===== src/rtl/instruction_fetch_stage_pkg.sv =====
// Shared pipeline definitions for the fetch stage: default constants,
// fetch FSM states and the IF/ID pipeline register bundle.
package instruction_fetch_stage_pkg;

   localparam logic [31:0] NOP_INST_DEFAULT = 32'h0000_0000;
   localparam logic [31:0] RESET_PC_DEFAULT = 32'h0000_0000;

   typedef enum logic {
      RUN,
      HALT
   } fetchState_t;

   typedef struct packed {
      logic [31:0] inst;
      logic [31:0] pc4;
      logic        valid;
   } ifId_t;

   // A fetch PC is usable only when word aligned and inside the 512-byte
   // instruction window that starts at the reset PC.
   function automatic logic pcInWindow(input logic [31:0] pcValue,
                                       input logic [31:0] windowBase);
      return (pcValue[1:0] == 2'b00) && (pcValue[31:9] == windowBase[31:9]);
   endfunction

endpackage


===== src/rtl/instruction_fetch_stage_if_id_reg.sv =====
// IF/ID pipeline register. A bubble load takes priority over hold so a
// squash is never lost behind a hazard stall; reset also leaves a bubble.
module if_id_reg
   import instruction_fetch_stage_pkg::*;
#(
   parameter logic [31:0] NOP_INST = NOP_INST_DEFAULT
) (
   input  logic        clk,
   input  logic        rstn,
   input  logic        hold,
   input  logic        bubble,
   input  logic [31:0] instIn,
   input  logic [31:0] pc4In,
   output ifId_t       ifId
);

   // Register update: reset, then bubble, then hold, otherwise load a real instruction.
   always_ff @(posedge clk) begin
      if (!rstn) begin
         ifId.inst  <= NOP_INST;
         ifId.pc4   <= 32'h0000_0000;
         ifId.valid <= 1'b0;
      end else if (bubble) begin
         ifId.inst  <= NOP_INST;
         ifId.pc4   <= pc4In;
         ifId.valid <= 1'b0;
      end else if (!hold) begin
         ifId.inst  <= instIn;
         ifId.pc4   <= pc4In;
         ifId.valid <= 1'b1;
      end
   end

endmodule


===== src/rtl/instruction_fetch_stage.sv =====
// Instruction fetch stage: owns the PC, addresses the combinational
// instruction memory, fills IF/ID and halts on an unusable fetch address.
module instruction_fetch_stage
   import instruction_fetch_stage_pkg::*;
#(
   parameter logic [31:0] RESET_PC = RESET_PC_DEFAULT,
   parameter logic [31:0] NOP_INST = NOP_INST_DEFAULT
) (
   input  logic        clk,
   input  logic        rstn,
   input  logic        stall,
   input  logic        flush,
   input  logic        redirect_valid,
   input  logic [31:0] redirect_pc,
   output logic [6:0]  inst_addr,
   input  logic [31:0] instruction,
   output logic [31:0] pc,
   output logic [31:0] if_id_inst,
   output logic [31:0] if_id_pc4,
   output logic        if_id_valid,
   output logic        addr_fault
);

   fetchState_t state;
   logic [31:0] pcPlus4;
   logic        pcOk;
   logic        ifIdHold;
   logic        ifIdBubble;
   ifId_t       ifIdBundle;

   assign pcPlus4   = pc + 32'd4;
   assign pcOk      = pcInWindow(pc, RESET_PC);
   assign inst_addr = pc[8:2];

   // IF/ID control: in RUN a squash beats a stall; in HALT the bubble
   // already loaded on the faulting edge is simply held.
   always_comb begin
      ifIdBubble = 1'b0;
      ifIdHold   = 1'b1;
      if (state == RUN) begin
         ifIdBubble = flush | redirect_valid | ~pcOk;
         ifIdHold   = stall;
      end
   end

   // Fetch FSM and PC: a bad PC halts with a sticky fault, a redirect beats
   // a stall, and otherwise the PC advances one word per cycle.
   always_ff @(posedge clk) begin
      if (!rstn) begin
         state      <= RUN;
         pc         <= RESET_PC;
         addr_fault <= 1'b0;
      end else if (state == RUN) begin
         if (!pcOk) begin
            state      <= HALT;
            addr_fault <= 1'b1;
         end else if (redirect_valid) begin
            pc <= redirect_pc;
         end else if (!stall) begin
            pc <= pcPlus4;
         end
      end
   end

   if_id_reg #(
      .NOP_INST (NOP_INST)
   ) ifIdReg (
      .clk    (clk),
      .rstn   (rstn),
      .hold   (ifIdHold),
      .bubble (ifIdBubble),
      .instIn (instruction),
      .pc4In  (pcPlus4),
      .ifId   (ifIdBundle)
   );

   assign if_id_inst  = ifIdBundle.inst;
   assign if_id_pc4   = ifIdBundle.pc4;
   assign if_id_valid = ifIdBundle.valid;

endmodule


===== config.mk =====
export PLATFORM = sky130hd
export DESIGN_NAME = instruction_fetch_stage
export DESIGN_NICKNAME = d
export VERILOG_FILES = /design/src/rtl/instruction_fetch_stage_pkg.sv /design/src/rtl/instruction_fetch_stage_if_id_reg.sv /design/src/rtl/instruction_fetch_stage.sv
export SDC_FILE = /design/constraint.sdc
export NUM_CORES = 1
export LEC_CHECK = 0
export ABC_AREA = 1
export CORE_AREA = 5 5 112 114
export DETAILED_ROUTE_END_ITERATION = 10
export DIE_AREA = 0 0 117 119
export DONT_BUFFER_PORTS = 1
export PLACE_DENSITY_LB_ADDON = 0.25
export SLEW_MARGIN = 10
export SYNTH_ARGS = -nofsm -noshare
export SYNTH_HDL_FRONTEND = slang
export SYNTH_SLANG_ARGS = --single-unit
export TNS_END_PERCENT = 50

===== constraint.sdc =====
create_clock -name clk -period 1.7 [get_ports clk]
set_input_delay 0.425 -clock clk [delete_from_list [all_inputs] [get_ports clk]]
set_output_delay 0.425 -clock clk [all_outputs]
set_load 0.05 [all_outputs]

* Word-level counts from Yosys, hierarchy flattened
Index checks and enable logic that the tools add are counted.
Word-level totals: bits of input ports 69, bits in registers 99, logic and storage cells 28
Operators by class: equality and inequality tests 2, muxes and demuxes 8, reductions and logical operators 6, add/sub/neg operators 1, bitwise operators 5
Operators by type and width (count):
- 33-bit 2-to-1 mux | 2
- 32-bit 2-to-1 mux | 2
- 32-bit by 3-bit adder with 32-bit output (second input constant) | 1
- 23-bit zero test | 1
- 1-bit 2-to-1 mux | 4
- 1-bit inverter | 3
- 3-bit AND reduction | 1
- 2-bit zero test | 1
- 2-bit by 1-bit != test with 1-bit output (second input constant) | 1
- 2-bit != test (second input constant) | 1
- 1-bit bitwise OR | 2
- 2-bit AND reduction | 1
- 2-bit OR reduction | 1
- 1-bit logical AND | 1

* Logic depth before layout (Yosys ltp)
Gate-level depths: netlist of the first run.
depth in word-level cells 6, depth in mapped cells 12, gate-level depth less buffers 10

* By module
From an unflattened synthesis of the first run, not the netlist that was laid out.
Second synthesis, totals: cell total of the unflattened synthesis 783, area total of the unflattened synthesis 5012.3 µm²
By module, submodules not included:
- instruction_fetch_stage | area an instance 2511.2 µm², cells each 433, instances 1
- if_id_reg | area an instance 2501.1 µm², cells each 350, instances 1

* Worst setup path before layout of the first run
Ideal clock, no wire load.
path kind reg-to-reg, start register pc[3], end register ifIdReg.ifId[23] (netlist bit), path buffers 0, cell stages (with the launch flop) 11, path slack -223 ps, arrival time 1808 ps, data required time 1585 ps, clock period less this slack 1923 ps, path through dfxtp_1 ha_1 nand3_2 inv_1 nand2_1 nor2_2 nand2_1 nand2_1 nand2_1 a21oi_1 nor2_1
Between the ends: cells in the longest elaborated chain, start to end 3
Ends and longest elaborated chain:
- start: declaration | RTL line instruction_fetch_stage.sv:17 | output logic [31:0] pc,
- start signal: assignment | RTL line instruction_fetch_stage.sv:58 | pc <= redirect_pc;
- start signal: assignment | RTL line instruction_fetch_stage.sv:60 | pc <= pcPlus4;
- 32-bit by 3-bit adder with 32-bit output (*) | RTL line instruction_fetch_stage.sv:31 | assign pcPlus4 = pc + 32'd4;
- 33-bit 2-to-1 mux | RTL line instruction_fetch_stage_if_id_reg.sv:27 | end else if (!hold) begin
- 33-bit 2-to-1 mux (*) | RTL line instruction_fetch_stage_if_id_reg.sv:23 | end else if (bubble) begin
- end: declaration | RTL line instruction_fetch_stage_if_id_reg.sv:14 | output ifId_t ifId
Every way passes the cells marked *; elsewhere a longest branch is shown, timed or not. The select of a mux whose other input is x is not followed. A chain may end at the register's enable or synchronous reset.

* Worst setup path after layout of the first run
start register pc[22], end register ifIdReg.ifId[12] (netlist bit)
Between the ends: cells in the longest elaborated chain, start to end 6, elaborated cells on any way between the ends 7, classes of those cells 1 x eq/ne; 2 x mux; 2 x bitwise; 2 x reduce/logical
Ends and longest elaborated chain:
- 23-bit zero test (*) | RTL line instruction_fetch_stage_pkg.sv:23 | return (pcValue[1:0] == 2'b00) && (pcValue[31:9] == windowBase[31:9]);
- 1-bit logical AND (*) | RTL line instruction_fetch_stage_pkg.sv:23
- 1-bit inverter (no source line) (*)
- 1-bit bitwise OR (*) | RTL line instruction_fetch_stage.sv:41 | ifIdBubble = flush | redirect_valid | ~pcOk;
- 1-bit 2-to-1 mux (*) | RTL line instruction_fetch_stage.sv:40 | if (state == RUN) begin
- 2-bit != test (no source line) or 33-bit 2-to-1 mux (tied branches)
Every way passes the cells marked *; elsewhere a longest branch is shown, timed or not.

==> impl_metrics.py, run 1 <==
metrics = {
    "status": {
        "outcome": "complete, no violations",
    },
    "min_path": {
        "hold_start": "rstn",
        "min_to": "ifIdReg.ifId[30]",
        "cells_on_worst_hold_path": 2,
        "worstHoldPathType": "input port to flop",
    },
    "global_route": {
        "grt_pass1_vias": 4625,
        "grt_max_degree": 97,
        "globalRouteOverflowTotal": 0,
        "grt_first_pass_wirelength_mm": 24.2,
        "grt_use_total_pct": 21.8,
        "number_of_antenna_violations_at_the_first_check_in_global_routing": 0,
    },
    "pwr": {
        "sw_frac_of_total_pct": 52.6,
        "clkPwrFrac_pct": 15.5,
        "power.share.combinational_pct": 51.1,
        "netSwitchingPower_mw": 7.72,
        "seq_power_share_pct": 33.4,
        "power_density_nw_per_um2": 2450,
        "vdd_drop_max_mv": 1.27,
        "power.leakage_nw": 2.59,
        "internal-power_mw": 6.97,
    },
    "synth": {
        "synth_sequential_area_ratio_pct": 39.3,
        "xor_xnor_fraction_of_synth_area_pct": 1.91,
        "synth_top_family_by_area": "simple AND/OR/NAND/NOR gates",
        "yosys.area_share.simple_pct": 36.1,
        "yosys-mux-area-fraction_pct": 0,
        "yosysWarningCount": 0,
        "postSynth.asyncResetShare_pct": 0,
        "yosysUniqueCellTypes": 23,
        "mapped_cells": 786,
        "syn_area_per_cell_um2": 6.41,
        "synthesis.nets": 856,
        "synth_ff_type": "sky130_fd_sc_hd__dfxtp_1",
        "yosys.area_share.adder_pct": 0.248,
        "synth.ff_latch_count": 99,
        "post_synth_instance_area_um2": 5040,
        "synth-edff-count": 0,
        "synthesized_area_fraction_occupied_by_ao_oa_aoi_and_oai_cells_pct": 11.9,
    },
    "timing": {
        "min_period_over_period_pct": 94.7,
        "grt_setup_unrepaired": "yes",
        "layout_skew_ps": 5.51,
        "fmax_ghz": 0.621,
        "setup_violations": 0,
        "period_needed_ps": 1610,
        "hold_viol_final": 0,
        "slew_headroom_pct": 61.7,
        "timing.final.ws_setup_ps": 89.5,
        "worst_pin_slew_ps": 574,
        "timing.final.max_slew_violations": 0,
    },
    "floorplan": {
        "ios": 174,
        "die_x_um": 117,
        "die-area_um2": 13900,
        "placement_rows": 39,
        "core-area_um2": 11300,
        "floorplan.die.height_um": 119,
        "start_util_pct": 44.5,
    },
    "cts": {
        "cts_root_buffer": "sky130_fd_sc_hd__clkbuf_16",
        "post-cts-setup-buffer-count": 0,
        "clock_insertion_delay_worst_skew_ps": 350,
        "cts-buffers-inserted": 9,
        "worst_setup_hold_path_clk_slew_ps": 70,
        "postCtsHoldBufs": 0,
        "cts_tree": "done",
        "cts.htree.levels": 3,
        "clock_sink_count": 99,
        "cts-root-to-sink-buffers": 2,
    },
    "routing": {
        "num_vias": 5029,
        "post_drt_wl_per_cell_um": 16.4,
        "final_antenna_net_count": 0,
        "first_iter_violations": 409,
        "drc": 0,
        "postRouteWirelength_mm": 15.8,
        "via_per_inst": 5.19,
        "firstDrtPassIters": 5,
    },
    "layout": {
        "fill_cells": 1135,
        "antenna_cells": 0,
        "postLayoutCoreUtil_pct": 52.9,
        "area_growth_pct": 18.9,
        "layout.cells.non_filler": 969,
        "final_net_count": 891,
        "fraction_of_final_layout_cells_with_drive_strength_greater_than_1_pct": 16.0,
    },
    "worst_setup_path": {
        "crit_path_cell_trace": "inv_2 > nand4_1 > nor2_4 > nand3_1 > nand2_4 > clkbuf_16 > nand3_1 > nand2_1 > nor2_1",
        "setup.worst_path.class": "flop to flop",
        "crit_path_max_incr_delay_ps": 390,
        "timing.critical_path.to_type": "flop",
        "crit_slowest_cell": "sky130_fd_sc_hd__dfxtp_1",
        "r2r.worst_path.cells": 9,
        "r2r_setup_slack_ps": 90,
        "timing.critical_path.max_delay_family": "simple AND/OR/NAND/NOR gates",
        "critical_path.startpoint_type": "flop",
        "critical_path_fanout_max": 14,
        "cp.depth": 9,
        "timing.critical_path.arrival_ps": 1850,
        "worst_r2r_end": "ifIdReg.ifId[12]",
        "r2r-start": "pc[22]",
        "cell_seen_most_often_among_critical_path_stages": "sky130_fd_sc_hd__nand3_1",
        "cp_num_buf_inv": 2,
        "worst_endpoint_required_time_ps": 1940,
    },
    "placement": {
        "port_buffers": 0,
        "dp_worst_setup_slack_ps": 37.0,
        "hpwl_mm": 11.5,
        "gp_congestion": 0.915,
        "dp.cells": 950,
    },
    "run": {
        "max-cap-violations": 0,
    },
}
## cells in the final DEF, fill, tap and decap left out
cell                        count
sky130_fd_sc_hd__buf_4         65
sky130_fd_sc_hd__and2_1         2
sky130_fd_sc_hd__buf_6          3
sky130_fd_sc_hd__inv_8          2
sky130_fd_sc_hd__o21ai_0       22
sky130_fd_sc_hd__buf_12         4
sky130_fd_sc_hd__or2_2          3
sky130_fd_sc_hd__a21oi_1       93
sky130_fd_sc_hd__nor2_1       105
sky130_fd_sc_hd__a21oi_2        2
sky130_fd_sc_hd__clkbuf_16     11
sky130_fd_sc_hd__nand3_2        3
sky130_fd_sc_hd__xor2_1        11
sky130_fd_sc_hd__ha_1           1
sky130_fd_sc_hd__nor2_2         6
sky130_fd_sc_hd__nor2_4         2
sky130_fd_sc_hd__nand4_1        3
sky130_fd_sc_hd__clkinv_1       1
sky130_fd_sc_hd__dfxtp_1       87
sky130_fd_sc_hd__nand3_1       83
sky130_fd_sc_hd__o21ai_1        3
sky130_fd_sc_hd__dfxtp_2       12
sky130_fd_sc_hd__nand2_1      220
sky130_fd_sc_hd__nand2_4        1
sky130_fd_sc_hd__bufinv_16      2
sky130_fd_sc_hd__nand2_2        2
sky130_fd_sc_hd__nand3b_1       8
sky130_fd_sc_hd__inv_1         55
sky130_fd_sc_hd__inv_2         11
sky130_fd_sc_hd__clkinv_4       3
## logic make-up after synthesis
logic type / after synthesis
AND/OR/NAND/NOR: 438
flip-flops: 99
buffers and inverters: 117
AO/OA/AOI/OAI: 120
XOR/XNOR: 11
adder cells (fa/ha/maj): 1
## cell usage after synthesis (2+ instances only)
cell type / instances / area (um2)
sky130_fd_sc_hd__dfxtp_1: 99 / 1980
sky130_fd_sc_hd__nand3_1: 84 / 420
sky130_fd_sc_hd__clkbuf_1: 23 / 86.3
sky130_fd_sc_hd__and2_1: 2 / 12.5
sky130_fd_sc_hd__nand2_1: 223 / 837
sky130_fd_sc_hd__buf_4: 11 / 82.6
sky130_fd_sc_hd__or2_2: 3 / 18.8
sky130_fd_sc_hd__buf_1: 3 / 11.3
sky130_fd_sc_hd__inv_2: 9 / 33.8
sky130_fd_sc_hd__nand4_1: 3 / 18.8
sky130_fd_sc_hd__nor2_1: 110 / 413
sky130_fd_sc_hd__xor2_1: 11 / 96.3
sky130_fd_sc_hd__a21oi_1: 95 / 475
sky130_fd_sc_hd__o21ai_0: 23 / 115
sky130_fd_sc_hd__nand3b_1: 8 / 60.1
sky130_fd_sc_hd__nand3_2: 2 / 20.0
sky130_fd_sc_hd__clkinv_1: 2 / 7.51
sky130_fd_sc_hd__buf_6: 5 / 56.3
sky130_fd_sc_hd__o21ai_1: 2 / 10.0
sky130_fd_sc_hd__nor2_2: 3 / 18.8
sky130_fd_sc_hd__inv_1: 56 / 210
sky130_fd_sc_hd__buf_2: 8 / 40.0
## power groups by stage
stage          clock, mW  sequential [mW]  combinational (mW)
2_1_floorplan          0             6.01                4.00
3_3_place_gp           0             4.94                6.91
3_5_place_dp           0             4.96                6.99
4_1_cts             2.32             4.91                7.03
5_1_grt             2.43             5.01                8.27
6_report            2.28             4.91                7.50
## per-stage QoR
| step | total power, mW | hold WS [ps] | TNS [ps] | area [um2] |
|---|---|---|---|---|
| 6_report | 14.7 | 203 | 0 | 5990 |
| 2_1_floorplan | 10.0 | 485 | 0 | 5050 |
| 5_1_grt | 15.7 | 191 | -900 | 5990 |
| 3_3_place_gp | 11.9 | 485 | 0 | 5540 |
| 3_5_place_dp | 12.0 | 489 | 0 | 5540 |
| 4_1_cts | 14.3 | 184 | 0 | 5870 |
## worst register-to-register path: cells and delay by family, from the launching register on
kind / cells / cell delay, ps
DFF: 1 / 390
buffers and inverters: 2 / 320
and+or+nand+nor: 7 / 790
## area by class of cell
| type | instances | area, um2 | share of cell area, % |
|---|---|---|---|
| Multi-Input combinational cell | 570 | 2580 | 43.0 |
| Sequential cell | 99 | 2000 | 33.3 |
| Timing Repair Buffer | 74 | 652 | 10.9 |
| Inverter | 67 | 251 | 4.20 |
| Clock buffer | 9 | 225 | 3.76 |
| Tap cell | 143 | 179 | 2.99 |
| Clock inverter | 7 | 109 | 1.82 |
## flip-flops by register name (all words and copies together), names as in the netlist
register      flops
ifIdReg.ifId     65
addr_fault        1
pc               32
state             1
## metal layers
layer / track usage, % / share of wire (%) / vias up
met1: 30.3 / 45 / 2261
met3: 5.27 / 8.3 / 16
met5: 0 / 0 / -
met2: 33.5 / 45 / 185
met4: 6.45 / 1.3 / 0
li1: - / - / 2567
## worst max-delay path by stage
stage | endpoint | start
CTS | ifIdReg.ifId[16] | pc[13]
finish | ifIdReg.ifId[12] | pc[22]
floorplan | ifIdReg.ifId[16] | pc[14]
detailed placement | ifIdReg.ifId[16] | pc[13]
global placement | ifIdReg.ifId[32] | pc[20]
global route | ifIdReg.ifId[25] | pc[11]
## timing repair
item | CTS | global route
hold endpoints to repair | 0 | 0
gates resized for setup | 0 | 20
setup endpoints to repair | 0 | 65
Power figures use the tool's default switching activity.
==> run 2, diff against run 1 <==
--- a/config.mk
+++ b/config.mk
@@ -10,7 +10,7 @@
 export DETAILED_ROUTE_END_ITERATION = 10
 export DIE_AREA = 0 0 117 119
 export DONT_BUFFER_PORTS = 1
-export PLACE_DENSITY_LB_ADDON = 0.25
+export PLACE_DENSITY = 0.56
 export SLEW_MARGIN = 10
 export SYNTH_ARGS = -nofsm -noshare
 export SYNTH_HDL_FRONTEND = slang
==> impl_metrics.py, run 2 (synthesis results as in run 1) <==
metrics = {
    "min_path": {
        "cells_on_worst_hold_path": 2,
        "hold_start": "rstn",
        "min_to": "ifIdReg.ifId[2]",
        "worstHoldPathType": "input port to flop",
    },
    "layout": {
        "area_of_the_multi_input_gates_um2": 2630,
        "layout.cells.non_filler": 981,
        "layout.cells.most_common_list": "sky130_fd_sc_hd__nand2_1 (218), sky130_fd_sc_hd__nor2_1 (98), sky130_fd_sc_hd__a21oi_1 (93)",
        "flip_flop_count_of_the_largest_register_after_layout": 65,
        "area_growth_pct": 22.0,
        "final_common_cell": "sky130_fd_sc_hd__nand2_1",
        "fraction_of_final_layout_cells_with_drive_strength_greater_than_1_pct": 19.1,
        "reg.largest.list": "ifIdReg.ifId (65), pc (32)",
        "final-seq-area_um2": 2000,
        "antenna_cells": 0,
        "registers.top_by_ff_count": "ifIdReg.ifId",
        "final_net_count": 904,
        "fill_cells": 1195,
    },
    "global_route": {
        "globalRouteMet1Util_pct": 32.3,
        "grt_busiest_layer": "met1",
        "grt_pass1_vias": 4523,
        "grt_max_degree": 65,
        "grt_first_pass_wirelength_mm": 24.3,
        "number_of_antenna_violations_at_the_first_check_in_global_routing": 0,
        "globalRouteOverflowTotal": 0,
        "global_route.usage.met3_pct": 6.85,
        "gr_layer_usage_met2_pct": 31.9,
        "grt_use_total_pct": 22.3,
    },
    "worst_setup_path": {
        "cell_seen_most_often_among_critical_path_stages": "sky130_fd_sc_hd__nand2_1",
        "timing.critical_path.to_type": "flop",
        "r2r_setup_slack_ps": 50,
        "cp_num_buf_inv": 2,
        "timing.critical_path.max_delay_family": "simple AND/OR/NAND/NOR gates",
        "crit_path_max_incr_delay_ps": 340,
        "critical_path.startpoint_type": "flop",
        "crit_slowest_cell": "sky130_fd_sc_hd__dfxtp_2",
        "worst_endpoint_required_time_ps": 1950,
        "r2r-start": "pc[10]",
        "critical_path_fanout_max": 16,
        "worst_r2r_end": "ifIdReg.ifId[13]",
        "timing.critical_path.arrival_ps": 1900,
        "crit_path_cell_trace": "inv_2 > nand2_1 > nor2_1 > nand2_1 > nor2_4 > nand3_2 > nand2_8 > buf_12 > nand3_1 > nand2_1 > nor2_1",
        "r2r.worst_path.cells": 11,
        "setup.worst_path.class": "flop to flop",
    },
    "run": {
        "max-cap-violations": 0,
    },
    "routing": {
        "first_iter_violations": 350,
        "drc": 0,
        "firstDrtPassIters": 5,
        "via_per_inst": 5.23,
        "postRouteWirelength_mm": 16.7,
        "final_antenna_net_count": 0,
        "post_drt_wl_per_cell_um": 17.0,
        "num_vias": 5127,
    },
    "cts": {
        "worst_setup_hold_path_clk_slew_ps": 70,
        "clock_sink_count": 99,
        "postCtsHoldBufs": 0,
        "clock_insertion_delay_worst_skew_ps": 350,
        "cts_root_buffer": "sky130_fd_sc_hd__clkbuf_16",
        "cts-buffers-inserted": 9,
        "cts_tree": "done",
        "cts.htree.levels": 3,
        "cts-root-to-sink-buffers": 2,
    },
    "placement": {
        "gp_congestion": 0.952,
        "hpwl_mm": 12.1,
        "dp.cells": 961,
        "dp_worst_setup_slack_ps": 25.0,
        "port_buffers": 0,
    },
    "timing": {
        "fmax_ghz": 0.605,
        "period_needed_ps": 1650,
        "worst_pin_slew_ps": 585,
        "timing.final.ws_setup_ps": 47.4,
        "hold_viol_final": 0,
        "slew_headroom_pct": 61.0,
        "min_period_over_period_pct": 97.2,
        "grt_setup_unrepaired": "yes",
        "layout_skew_ps": 5.97,
        "timing.final.max_slew_violations": 0,
        "setup_violations": 0,
    },
    "pwr": {
        "vdd_drop_max_mv": 1.88,
        "power.leakage_nw": 2.66,
        "p_total_mw": 15.1,
        "power_density_nw_per_um2": 2460,
    },
    "floorplan": {
        "floorplan.die.height_um": 119,
        "core-area_um2": 11300,
        "start_util_pct": 44.5,
        "placement_rows": 39,
        "die-area_um2": 13900,
        "die_x_um": 117,
        "ios": 174,
    },
    "status": {
        "outcome": "complete, no violations",
    },
}
==> run 2: cell count changes in the layout (fill, tap and decap cells not counted), sizes merged <==
cell / change
inv: -1
clkinvlp: +1
clkinv: -2
clkbuf: +1
buf: +13
==> run 2: what timing repair did <==
action | 4_1_cts | 5_1_grt
setup endpoints to repair | 0 | 61
gates resized for setup | 0 | 42
setup buffers | 0 | 0
==> run 2: final cells by class <==
class,instances,area share (%)
Clock buffer,10,3.89
Inverter,67,4.09
Tap cell,143,2.91
Clock inverter,5,1.38
Sequential cell,99,32.6
Multi-Input combinational cell,570,42.8
Timing Repair Buffer,87,12.3
==> run 2: worst register-to-register path: stages, from the launching register on <==
cell	delay, ps
sky130_fd_sc_hd__dfxtp_2	340
sky130_fd_sc_hd__inv_2	100
sky130_fd_sc_hd__nand2_1	60
sky130_fd_sc_hd__nor2_1	80
sky130_fd_sc_hd__nand2_1	100
sky130_fd_sc_hd__nor2_4	170
sky130_fd_sc_hd__nand3_2	140
sky130_fd_sc_hd__nand2_8	160
sky130_fd_sc_hd__buf_12	160
sky130_fd_sc_hd__nand3_1	100
sky130_fd_sc_hd__nand2_1	80
sky130_fd_sc_hd__nor2_1	40
==> run 2: layer usage <==
metal / vias to the layer above / routed length, um
li1: 2590 / -
met1: 2339 / 7670
met2: 179 / 7310
met3: 19 / 1490
met4: 0 / 233
met5: - / 0
==> run 2: through the flow <==
step                hold slack, ps  instance area (um2)  utilization [%]  setup TNS (ps)
floorplan                      485                 5050                -               0
global placement               494                 5620             49.7           -4.99
detailed placement             510                 5620             49.7               0
CTS                            184                 5950             52.5               0
global route                   193                 6150             54.3            -746
finish                         187                 6150             54.3               0
==> run 2: power by group <==
group          leakage, nW  internal (mW)  total (mW)  switching (mW)
combinational         1.69           2.82        7.99            5.17
clock                0.155           1.33        2.26           0.926
sequential           0.816           3.08        4.90            1.81
==> run 2: worst max-delay path by stage <==
stage                     startpoint               end  slack, ps  cells after the start
after floorplan               pc[14]  ifIdReg.ifId[16]         20                      8
after global routing          pc[16]  ifIdReg.ifId[13]        -60                     10
final                         pc[10]  ifIdReg.ifId[13]         50                     11
after detailed placement       pc[1]             pc[2]         20                     10
after CTS                      pc[1]             pc[2]          9                     10
after global placement        pc[21]  ifIdReg.ifId[32]         -5                     10
